===== src/rtl/pipelined_cla_addsub_if.sv =====
// Handshake and data bundle for pipelined_cla_addsub.
// The master drives the operand beat and out_ready; the slave drives results.
interface pipelined_cla_addsub_if #(
    parameter int WIDTH = 32
);
    logic             in_valid;
    logic             in_ready;
    logic [WIDTH-1:0] a;
    logic [WIDTH-1:0] b;
    logic             cin;
    logic             sub;
    logic             out_valid;
    logic             out_ready;
    logic [WIDTH-1:0] sum;
    logic             cout;
    logic             ovf;

    modport master (
        output in_valid, a, b, cin, sub, out_ready,
        input  in_ready, out_valid, sum, cout, ovf
    );

    modport slave (
        input  in_valid, a, b, cin, sub, out_ready,
        output in_ready, out_valid, sum, cout, ovf
    );
endinterface


===== src/rtl/pipelined_cla_addsub.sv =====
// Pipelined carry-lookahead adder/subtractor.
// Level 0 captures the effective operands; stage k adds slice k using the
// carry registered by stage k-1, so a result appears STAGES cycles after it
// was accepted. Within a slice, bit carries come from per-group lookahead and
// group carries from a second lookahead level over the group generate/propagate.
// Optional build macro CLA_SATURATE_EN clamps the sum on signed overflow.
module pipelined_cla_addsub #(
    parameter int WIDTH  = 32,
    parameter int STAGES = 2,
    parameter int GROUP  = 4
) (
    input  logic                  clk,
    input  logic                  rst,
    pipelined_cla_addsub_if.slave bus
);
    localparam int SW = WIDTH / STAGES;
    localparam int NG = SW / GROUP;
    localparam int LA = (GROUP > NG) ? GROUP : NG;

    if (WIDTH < 4) begin : g_chk_width
        $error("WIDTH must be at least 4");
    end
    if (WIDTH % STAGES != 0) begin : g_chk_stages
        $error("STAGES must divide WIDTH");
    end
    if (SW % GROUP != 0) begin : g_chk_group
        $error("GROUP must divide WIDTH/STAGES");
    end

    // Carry into position n as a flat sum of products (no ripple chain).
    function automatic logic la_carry(input logic [LA-1:0] g, input logic [LA-1:0] p,
                                      input logic c0, input int n);
        logic c;
        logic t;
        c = c0;
        for (int j = 0; j < LA; j++) if (j < n) c = c & p[j];
        for (int j = 0; j < LA; j++) begin
            if (j < n) begin
                t = g[j];
                for (int k = j + 1; k < LA; k++) if (k < n) t = t & p[k];
                c = c | t;
            end
        end
        return c;
    endfunction

    // Two-level lookahead add of one slice; returns {carry out, carry into msb, sum}.
    function automatic logic [SW+1:0] slice_add(input logic [SW-1:0] x, input logic [SW-1:0] y,
                                                input logic ci);
        logic [SW-1:0] g, p, s;
        logic [SW:0]   c;
        logic [LA-1:0] gg, gp, bg, bp;
        logic [NG:0]   cg;
        g  = x & y;
        p  = x ^ y;
        gg = '0;
        gp = '0;
        for (int n = 0; n < NG; n++) begin
            bg = '0;
            bp = '0;
            bg[GROUP-1:0] = g[n*GROUP +: GROUP];
            bp[GROUP-1:0] = p[n*GROUP +: GROUP];
            gg[n] = la_carry(bg, bp, 1'b0, GROUP);
            gp[n] = &p[n*GROUP +: GROUP];
        end
        for (int n = 0; n <= NG; n++) cg[n] = la_carry(gg, gp, ci, n);
        c = '0;
        for (int n = 0; n < NG; n++) begin
            bg = '0;
            bp = '0;
            bg[GROUP-1:0] = g[n*GROUP +: GROUP];
            bp[GROUP-1:0] = p[n*GROUP +: GROUP];
            for (int i = 0; i < GROUP; i++) c[n*GROUP+i] = la_carry(bg, bp, cg[n], i);
        end
        c[SW] = cg[NG];
        s = p ^ c[SW-1:0];
        return {c[SW], c[SW-1], s};
    endfunction

`ifdef CLA_SATURATE_EN
    // Clamp to the signed extreme on the side of operand a.
    function automatic logic [WIDTH-1:0] saturate(input logic [WIDTH-1:0] r, input logic ov,
                                                  input logic amsb);
        if (!ov) return r;
        return amsb ? {1'b1, {(WIDTH-1){1'b0}}} : {1'b0, {(WIDTH-1){1'b1}}};
    endfunction
`endif

    logic             vld_p  [STAGES];
    logic [WIDTH-1:0] a_p    [STAGES];
    logic [WIDTH-1:0] bb_p   [STAGES];
    logic             c_p    [STAGES];
    logic [WIDTH-1:0] res_p  [STAGES];
    logic [SW+1:0]    sl_r   [STAGES];
    logic [WIDTH-1:0] res_nx [STAGES];
    logic             vld_pn;
    logic [WIDTH-1:0] sum_pn;
    logic             cout_pn;
    logic             ovf_pn;
    logic [WIDTH-1:0] sum_nxt;
    logic             cout_nxt;
    logic             ovf_nxt;
    logic             adv;

    assign adv           = !vld_pn | bus.out_ready;
    assign bus.in_ready  = adv & !rst;
    assign bus.out_valid = vld_pn;
    assign bus.sum       = sum_pn;
    assign bus.cout      = cout_pn;
    assign bus.ovf       = ovf_pn;

    // Each level adds its own slice and merges it into the travelling result.
    always_comb begin
        for (int k = 0; k < STAGES; k++) begin
            sl_r[k]   = slice_add(a_p[k][k*SW +: SW], bb_p[k][k*SW +: SW], c_p[k]);
            res_nx[k] = res_p[k];
            res_nx[k][k*SW +: SW] = sl_r[k][SW-1:0];
        end
    end

    assign cout_nxt = sl_r[STAGES-1][SW+1];
    assign ovf_nxt  = sl_r[STAGES-1][SW+1] ^ sl_r[STAGES-1][SW];
`ifdef CLA_SATURATE_EN
    assign sum_nxt  = saturate(res_nx[STAGES-1], ovf_nxt, a_p[STAGES-1][WIDTH-1]);
`else
    assign sum_nxt  = res_nx[STAGES-1];
`endif

    // Valid bits: cleared on reset, shifted together whenever the pipe advances.
    always_ff @(posedge clk) begin
        if (rst) begin
            for (int k = 0; k < STAGES; k++) vld_p[k] <= 1'b0;
            vld_pn <= 1'b0;
        end else if (adv) begin
            vld_p[0] <= bus.in_valid;
            for (int k = 1; k < STAGES; k++) vld_p[k] <= vld_p[k-1];
            vld_pn <= vld_p[STAGES-1];
        end
    end

    // Operand/partial-result levels; bubbles move through with their valid=0.
    always_ff @(posedge clk) begin
        if (adv) begin
            // level 0: effective operands captured
            a_p[0]   <= bus.a;
            bb_p[0]  <= bus.sub ? ~bus.b : bus.b;
            c_p[0]   <= bus.cin ^ bus.sub;
            res_p[0] <= '0;
            // level k: slices below k complete, upper operand slices still pending
            for (int k = 1; k < STAGES; k++) begin
                a_p[k]   <= a_p[k-1];
                bb_p[k]  <= bb_p[k-1];
                c_p[k]   <= sl_r[k-1][SW+1];
                res_p[k] <= res_nx[k-1];
            end
        end
    end

    // Output level: holds while stalled, cleared on reset.
    always_ff @(posedge clk) begin
        if (rst) begin
            sum_pn  <= '0;
            cout_pn <= 1'b0;
            ovf_pn  <= 1'b0;
        end else if (adv) begin
            sum_pn  <= sum_nxt;
            cout_pn <= cout_nxt;
            ovf_pn  <= ovf_nxt;
        end
    end
endmodule


===== src/flat_wrapper.sv =====
// flat-port wrapper written by rule: the top's interface ports become plain ports
module pipelined_cla_addsub_flat 
#(
    parameter int WIDTH  = 32,
    parameter int STAGES = 2,
    parameter int GROUP  = 4
)
  (clk, rst, bus_in_valid, bus_a, bus_b, bus_cin, bus_sub, bus_out_ready, bus_in_ready, bus_out_valid, bus_sum, bus_cout, bus_ovf);
  pipelined_cla_addsub_if #(.WIDTH(WIDTH)) bus_i ();
  input  logic clk;
  input  logic rst;
  input wire logic [$bits(bus_i.in_valid)-1:0] bus_in_valid;
  input wire logic [$bits(bus_i.a)-1:0] bus_a;
  input wire logic [$bits(bus_i.b)-1:0] bus_b;
  input wire logic [$bits(bus_i.cin)-1:0] bus_cin;
  input wire logic [$bits(bus_i.sub)-1:0] bus_sub;
  input wire logic [$bits(bus_i.out_ready)-1:0] bus_out_ready;
  output wire logic [$bits(bus_i.in_ready)-1:0] bus_in_ready;
  output wire logic [$bits(bus_i.out_valid)-1:0] bus_out_valid;
  output wire logic [$bits(bus_i.sum)-1:0] bus_sum;
  output wire logic [$bits(bus_i.cout)-1:0] bus_cout;
  output wire logic [$bits(bus_i.ovf)-1:0] bus_ovf;
  assign bus_i.in_valid = bus_in_valid;
  assign bus_i.a = bus_a;
  assign bus_i.b = bus_b;
  assign bus_i.cin = bus_cin;
  assign bus_i.sub = bus_sub;
  assign bus_i.out_ready = bus_out_ready;
  assign bus_in_ready = bus_i.in_ready;
  assign bus_out_valid = bus_i.out_valid;
  assign bus_sum = bus_i.sum;
  assign bus_cout = bus_i.cout;
  assign bus_ovf = bus_i.ovf;
  pipelined_cla_addsub #(.WIDTH(WIDTH), .STAGES(STAGES), .GROUP(GROUP)) u_core (.clk(clk), .rst(rst), .bus(bus_i));
endmodule

===== config.mk =====
export PLATFORM = sky130hd
export DESIGN_NAME = pipelined_cla_addsub_flat
export DESIGN_NICKNAME = d
export VERILOG_FILES = /design/src/rtl/pipelined_cla_addsub_if.sv /design/src/rtl/pipelined_cla_addsub.sv /design/src/flat_wrapper.sv
export SDC_FILE = /design/constraint.sdc
export NUM_CORES = 1
export LEC_CHECK = 0
export CORE_MARGIN = 2
export CORE_UTILIZATION = 57
export DETAILED_ROUTE_END_ITERATION = 8
export GPL_ROUTABILITY_DRIVEN = 0
export PLACE_DENSITY = 0.88
export SKIP_CTS_REPAIR_TIMING = 1
export SYNTH_ARGS = -nofsm -noshare
export SYNTH_HDL_FRONTEND = slang
export SYNTH_SLANG_ARGS = --single-unit

===== constraint.sdc =====
create_clock -name clk -period 5.05 [get_ports clk]
set_input_delay 1.01 -clock clk [delete_from_list [all_inputs] [get_ports clk]]
set_output_delay 1.01 -clock clk [all_outputs]
set_load 0.02 [all_outputs]

==> impl_summary.md, run 1 <==
CTS
The TritonCTS clock tree is done. The buffer depth of the longest clock path is 2. The later pin in the worst-skew pair is clocked with a latency of 520 ps. The H-tree depth is 4. The number of buffers added by the clock tree synthesis step is 17. The root buffer cell chosen for the clock tree is sky130_fd_sc_hd__clkbuf_8.

Clock tree synthesis found a total of 151 sinks. The clock slew seen by the registers of the worst setup and hold paths is 60 ps.

Power and ir drop
The fraction of power consumed by combinational cells is 19.5%. Net switching is 25.6% of the power. The portion of total power attributed to the clock network is 35.2%.

Power spread over the standard cell area amounts to 443 nW/um^2. The switching power total is 925 uW. VDD sags by at most 0.210 mV. The static leakage is 0.00324 uW. Registers are responsible for 45.2% of the overall power. The total internal power is 2700 uW.

Die
The floorplan has 38 rows. The total die area is 12100 um^2. The floorplan step set the die height to 110 um. Measured along the x axis, the die boundary spans 110 um. The boundary pin count is 106.

The starting utilization of the core area is 58.8%. The core outline area is 10900 um^2.

Critical path
The signal arrival time at the worst endpoint is 2870 ps. The category of the worst setup path launch point is a primary input. In this run the worst path has a maximum fanout of 62.

Data on the critical path is required at its endpoint by 4040 ps. The register-to-register setup slack is 2170 ps. The critical path is of the in -> out type.

STA classifies the critical path endpoint as a primary output.

Cells and area
The area taken by flip-flops and latches is 4180 um^2. The final-stage net count is 698. Leaving out fill and tap cells, the most frequent cell in the layout is sky130_fd_sc_hd__edfxtp_1. The relative area change from synthesis to final layout is 27.8%.

The area of combinational cells with multiple inputs is 2130 um^2. 0 antenna diodes ended up in the layout. The number of fill cells in the layout is 680. The top cell types in the final layout, fill and taps aside, are 116 x sky130_fd_sc_hd__edfxtp_1, 104 x sky130_fd_sc_hd__clkdlybuf4s50_1, 61 x sky130_fd_sc_hd__nand2_1. Cells with a size suffix above 1 make up 6.24% of the layout. The finished layout holds 733 standard cells, fillers aside.

GRT
The via count of the first global-routing pass is 4176. The initial antenna violation count is 0. Entering global routing, the biggest net connects 93 pins. The leftover overflow at the end of global routing is 0. The overall track demand over capacity in global routing is 22.7%. The first-pass GRT wire length is 20000 um.

Status
The run finished with clean final reports.

Logic synthesis
The number of different library cells used by synthesis comes to 38. The async set or reset register ratio after synthesis is 0%. The share of synthesized area occupied by flip-flops and latches is 65.4%. The area share of the leading cell type in the synthesized netlist is 54.4%. Synthesis produced 469 cells. The area of the mapped netlist is 6400 um^2. The post-synth net total is 587. The synthesized design spends more area on one cell type than any other, namely sky130_fd_sc_hd__edfxtp_1. Synthesis inferred 151 register bits. Ranked by total cell area, the synthesized netlist is headed by sky130_fd_sc_hd__edfxtp_1 54%, sky130_fd_sc_hd__dfxtp_1 11%, sky130_fd_sc_hd__ha_1 7.8%, sky130_fd_sc_hd__xor2_1 5.9%, sky130_fd_sc_hd__nand2_1 3.6%.

The most used flip-flop cell after synthesis is sky130_fd_sc_hd__edfxtp_1. The average instance in the mapped netlist occupies 13.7 um^2. The number of enable flip-flop cells after synthesis is 116. Yosys printed 0 warnings.

Run
The reported max-cap violation count is 0.

Timing
Setup violations remaining at the end of the flow were counted as 0. The number of failing hold endpoints at the final stage is 0. After routing, the total negative slack on setup checks comes to 0 ps. Setup repair after global routing left no endpoint under its margin. The shortest clock period the worst path allows after layout is 3880 ps. The clock tree skew after final layout is 5.86 ps.

The fmax is 258 MHz. The worst path uses 76.8% of the clock period. The relative slew slack is 30.3%.

For the pin with the worst max-slew slack, the measured transition is 1050 ps. The worst path setup slack after routing is 1170 ps. The max-slew violation count is 0.

Routing
In the routed layout, each cell is associated on average with a via count of 5.50. The number of detailed-routing iterations run before antenna repair is 4. The count of nets left with antenna violations once routing finished came out at 0. The post-detailed-route wirelength per cell is 17.2 um. Across all layers, the routed design uses 4030 vias. The first routing iteration left 323 violations.

The final layout contains routed wiring with a total length of 12600 um. The post-detailed-route DRC marker count is 0.

Worst hold path
The class of the tightest hold or removal check is reg -> reg.

Placement
Input and output buffers added on the ports amount to 105. The sum of net half-perimeters after detailed placement is 7830 um. The pre-CTS worst setup slack is 1160 ps. The placed cell count is 701.
per-layer routing:
layer  vias to the layer above  track usage, %  wire, um
met3                        32            5.41       624
met4                         0            12.3       410
met1                      1954            24.9      4690
li1                       1909               -         -
met2                       135            40.4      6900
met5                         -               0         0
path summary, 6_finish.rpt:
| check | to | depth (start not counted) | start |
|---|---|---|---|
| setup reg to reg | u_core.res_p[1][15] | 11 | u_core.bb_p[0][1] |
| hold / removal | u_core.bb_p[0][60] | 0 | u_core.bb_p[0][28] |
| hold reg to reg | u_core.bb_p[0][60] | 0 | u_core.bb_p[0][28] |
| setup / recovery | bus_in_ready | 6 | bus_out_ready |
worst max-delay path, cell delays in order:
cell and delay [ps]:
sky130_fd_sc_hd__clkdlybuf4s50_1 470, sky130_fd_sc_hd__nor2b_2 70, sky130_fd_sc_hd__inv_6 370, sky130_fd_sc_hd__nand2b_1 190
sky130_fd_sc_hd__inv_1 140, sky130_fd_sc_hd__clkdlybuf4s50_1 610
flip-flops by register name (all words and copies together), names as in the netlist, 2 cells and up:
| signal | cells |
|---|---|
| u_core.bb_p | 48 |
| u_core.res_p | 16 |
| u_core.a_p | 48 |
| u_core.bus.sum | 32 |
| u_core.vld_p | 2 |
| u_core.c_p | 2 |
final cells by class:
| cell class | instances | area share, % |
|---|---|---|
| inverters | 7 | 0.382 |
| well taps | 140 | 2.14 |
| clock buffers | 22 | 5.41 |
| flip-flops and latches | 151 | 51.1 |
| repair buffers | 108 | 13.1 |
| clock inverters | 10 | 1.88 |
| multi-input cells | 295 | 26.0 |
synth_stat cells, types with 8 or more instances:
| cell type | n |
|---|---|
| sky130_fd_sc_hd__edfxtp_1 | 116 |
| sky130_fd_sc_hd__nand2_1 | 61 |
| sky130_fd_sc_hd__xor2_1 | 43 |
| sky130_fd_sc_hd__ha_1 | 40 |
| sky130_fd_sc_hd__a21oi_1 | 39 |
| sky130_fd_sc_hd__dfxtp_1 | 35 |
| sky130_fd_sc_hd__nor2_1 | 20 |
| sky130_fd_sc_hd__o21a_1 | 13 |
| sky130_fd_sc_hd__xnor2_1 | 10 |
| sky130_fd_sc_hd__clkbuf_1 | 9 |
| sky130_fd_sc_hd__fa_1 | 8 |
power groups by stage:
stage	Sequential, uW	Clock, uW	Combinational (uW)
final	1640	1280	708
after global routing	1650	1350	772
after CTS	1640	1290	707
after detailed placement	1660	0	678
after global placement	1650	0	647
after floorplan	1710	0	339
through the flow:
stage / util (%) / hold WS (ps) / power [uW] / instance area (um^2)
2_1_floorplan: - / 400 / 2050 / 6400
3_3_place_gp: 69.7 / 402 / 2290 / 7580
3_5_place_dp: 69.7 / 405 / 2330 / 7580
4_1_cts: 75.1 / 420 / 3640 / 8180
5_1_grt: 75.1 / 421 / 3780 / 8180
6_report: 75.1 / 418 / 3620 / 8180
kinds of logic (layout without fill, tap and decap cells):
group | Yosys count | after routing | synth area share [%]
flip-flops | 151 | 151 | 65.4
AND/OR/NAND/NOR | 110 | 110 | 7.56
AO/OA/AOI/OAI | 84 | 84 | 8.03
XOR/XNOR | 53 | 53 | 7.25
adder cells (fa/ha/maj) | 48 | 48 | 10.3
buffers and inverters | 23 | 147 | 1.49
Note: power is estimated with default switching activity, not from simulation.
==> inputs of run 2 (changes only) <==
--- a/config.mk
+++ b/config.mk
@@ -6,10 +6,10 @@
 export NUM_CORES = 1
 export LEC_CHECK = 0
 export CORE_MARGIN = 2
-export CORE_UTILIZATION = 57
+export CORE_UTILIZATION = 48
 export DETAILED_ROUTE_END_ITERATION = 8
 export GPL_ROUTABILITY_DRIVEN = 0
-export PLACE_DENSITY = 0.88
+export PLACE_DENSITY = 0.79
 export SKIP_CTS_REPAIR_TIMING = 1
 export SYNTH_ARGS = -nofsm -noshare
 export SYNTH_HDL_FRONTEND = slang
==> constraint.sdc (replaced) <==
create_clock -name clk -period 3.3 [get_ports clk]
set_input_delay 0.66 -clock clk [delete_from_list [all_inputs] [get_ports clk]]
set_output_delay 0.66 -clock clk [all_outputs]
set_load 0.02 [all_outputs]
==> run 2 against run 1 <==
Worst setup slack got worse by 720 ps; largest cell class unchanged; non-clock buffer count unchanged; power increased by 49%; sequential share of layout area decreased by 0.26 points; combinational power increased by 47%; critical endpoint is now u_core.bus.ovf; highest routed layer unchanged.
==> impl_summary.md, run 2 (synthesis results as in run 1) <==
Status
The run finished with clean final reports.

Power and ir drop
Registers are responsible for 46.1% of the overall power. The fraction of power spent switching nets is 26.1%. IR analysis of the VDD net gives a maximum drop of 0.372 mV. Power spread over the standard cell area amounts to 657 nW/um^2. The internal power of the cells totals 3990 uW. Per report_power, the combinational group accounts for 19.3% of the total.

The portion of total power attributed to the clock network is 34.6%. The static leakage is 0.00322 uW. For this design the total switching power over the nets is 1410 uW.

Timing
The shortest clock period the worst path allows after layout is 2850 ps. Setup violations remaining at the end of the flow were counted as 0. The relative slew slack is 33.5%. On the final layout, the worst clock skew is 10.7 ps. The worst hold slack is 415 ps. In the finished design, the share of the clock period the worst path needs comes to 86.4%. The worst path setup slack after routing is 448 ps. Setup total negative slack on the finished layout was measured at 0 ps. Setup repair after global routing left no endpoint under its margin.

The max-slew violation count was 0. The number of failing hold endpoints at the final stage is 0. Based on the critical path, the design can be clocked at up to 351 MHz. At the pin with the least slew margin, the transition time is 998 ps.

Critical path
At the worst endpoint, the required time is 3660 ps. The category of the worst setup path launch point is a flop. The critical path class is reg -> reg. At the worst endpoint, the arrival time is 3210 ps. The highest net fanout along the worst path is 4. The worst setup path is captured at a flop.

Cells and area
Relative to the synthesized area, the layout overhead comes to 28.4%. In the layout the commonest cells are 116 x sky130_fd_sc_hd__edfxtp_1, 104 x sky130_fd_sc_hd__clkdlybuf4s50_1, 61 x sky130_fd_sc_hd__nand2_1. The final layout contains 698 nets. Measured on the finished design, the core utilization comes to 62.6%. The non-filler instance count after layout is 769. The most frequent standard cell in the layout excluding fill and tap cells is sky130_fd_sc_hd__edfxtp_1. Cells with a size suffix above 1 make up 6.58% of the layout. 0 antenna diodes ended up in the layout.

CTS
The tree is rooted in a sky130_fd_sc_hd__clkbuf_16. The clock slew seen by the registers of the worst setup and hold paths is 60 ps. The clock passes through at most 2 buffers. The insertion delay of the later-clocked pin in the worst-skew pair is 420 ps. The TritonCTS clock tree is done. CTS built an H-tree with a depth of 4. Counting the buffers created by CTS gives 17.

The number of sinks driven by the clock tree is 151.

Run
Max-cap violations in this run came to 0.

Placement
The sum of net half-perimeters after detailed placement is 7780 um. The placed cell count is 737. The quantity of I/O buffers inserted on ports is 105.

The pre-CTS worst setup slack is 449 ps.

Routing
The via density per instance is 5.03. The detail route stage leaves a number of antenna-violating nets equal to 0. For this block, the initial DRC count from the detailed router was 174.

For this block, the routed nets add up to 11400 um of wire. The first detailed-routing pass took 4 iterations. The post-detailed-route DRC marker count is 0. The number of vias in the routed layout is 3868.

The post-detailed-route wirelength per cell is 14.8 um.

GRT
The via count of the first global-routing pass is 4004. Entering global routing, the biggest net connects 153 pins. The first global-routing pass estimated 18500 um of wire. Global routing consumed, over all layers together, 16.9% of the routing resources. The initial antenna violation count was 0.

The leftover overflow at the end of global routing is 0.

Die
The die covers 14300 um^2. The initial utilization of the core area, before any placement, comes to 48.7%. The floorplan step defined a core boundary enclosing 13100 um^2. During I/O placement, the number of pins put on the boundary was 106. The number of standard-cell rows in the floorplan is 42. From left edge to right edge, the die measures 119 um. The floorplan step set the die height to 119 um.

Worst hold path
The path class of the tightest hold or removal check is reg -> reg.
## run 2: worst max-delay path, cell delays in order (launching register included)
cell and delay [ps]:
sky130_fd_sc_hd__edfxtp_1 380, sky130_fd_sc_hd__ha_1 360, sky130_fd_sc_hd__a211oi_2 200, sky130_fd_sc_hd__o21ai_1 130, sky130_fd_sc_hd__a21o_1 190, sky130_fd_sc_hd__or2_4 280
sky130_fd_sc_hd__ha_1 220, sky130_fd_sc_hd__o211ai_1 190, sky130_fd_sc_hd__and2_1 230, sky130_fd_sc_hd__nor3_1 60, sky130_fd_sc_hd__nor4_1 310, sky130_fd_sc_hd__o311a_1 230
## run 2: path summary, 6_finish.rpt
check | startpoint | end | slack (ps) | cells after the start
worst max register to register | u_core.bb_p[0][51] | u_core.bus.ovf | 450 | 11
worst min-delay path | u_core.bb_p[0][31] | u_core.bb_p[0][63] | 420 | 0
worst max-delay path | u_core.bb_p[0][51] | u_core.bus.ovf | 450 | 11
worst min register to register | u_core.bb_p[0][31] | u_core.bb_p[0][63] | 420 | 0
## run 2: final cells by class
type,count,area (um^2)
Clock inverter,14,151
Sequential cell,151,4180
Timing Repair Buffer,108,1080
Clock buffer,18,429
Multi-Input combinational cell,295,2130
Fill cell,995,4910
Inverter,7,31.3
Tap cell,176,220
## run 2: through the flow
| step | cell area [um^2] | total power (uW) |
|---|---|---|
| 6_report | 8220 | 5400 |
| 5_1_grt | 8220 | 5640 |
| 4_1_cts | 8220 | 5450 |
| 3_5_place_dp | 7640 | 3580 |
| 3_3_place_gp | 7640 | 3520 |
| 2_1_floorplan | 6400 | 3140 |
## run 2: routing by layer
layer  GRT usage, %  vias to the layer above  share of wire (%)
li1               -                     1912                  -
met5              0                        -                  0
met1           18.6                     1835                 40
met4           8.90                        0                2.6
met3           3.90                       23                3.5
met2           30.3                       98                 54
## run 2: power groups by stage
| stage | clock network (uW) | logic [uW] | registers [uW] |
|---|---|---|---|
| floorplan | 0 | 519 | 2620 |
| global placement | 0 | 1000 | 2520 |
| detailed placement | 0 | 1040 | 2540 |
| CTS | 1900 | 1050 | 2500 |
| global route | 1970 | 1150 | 2520 |
| finish | 1870 | 1040 | 2490 |
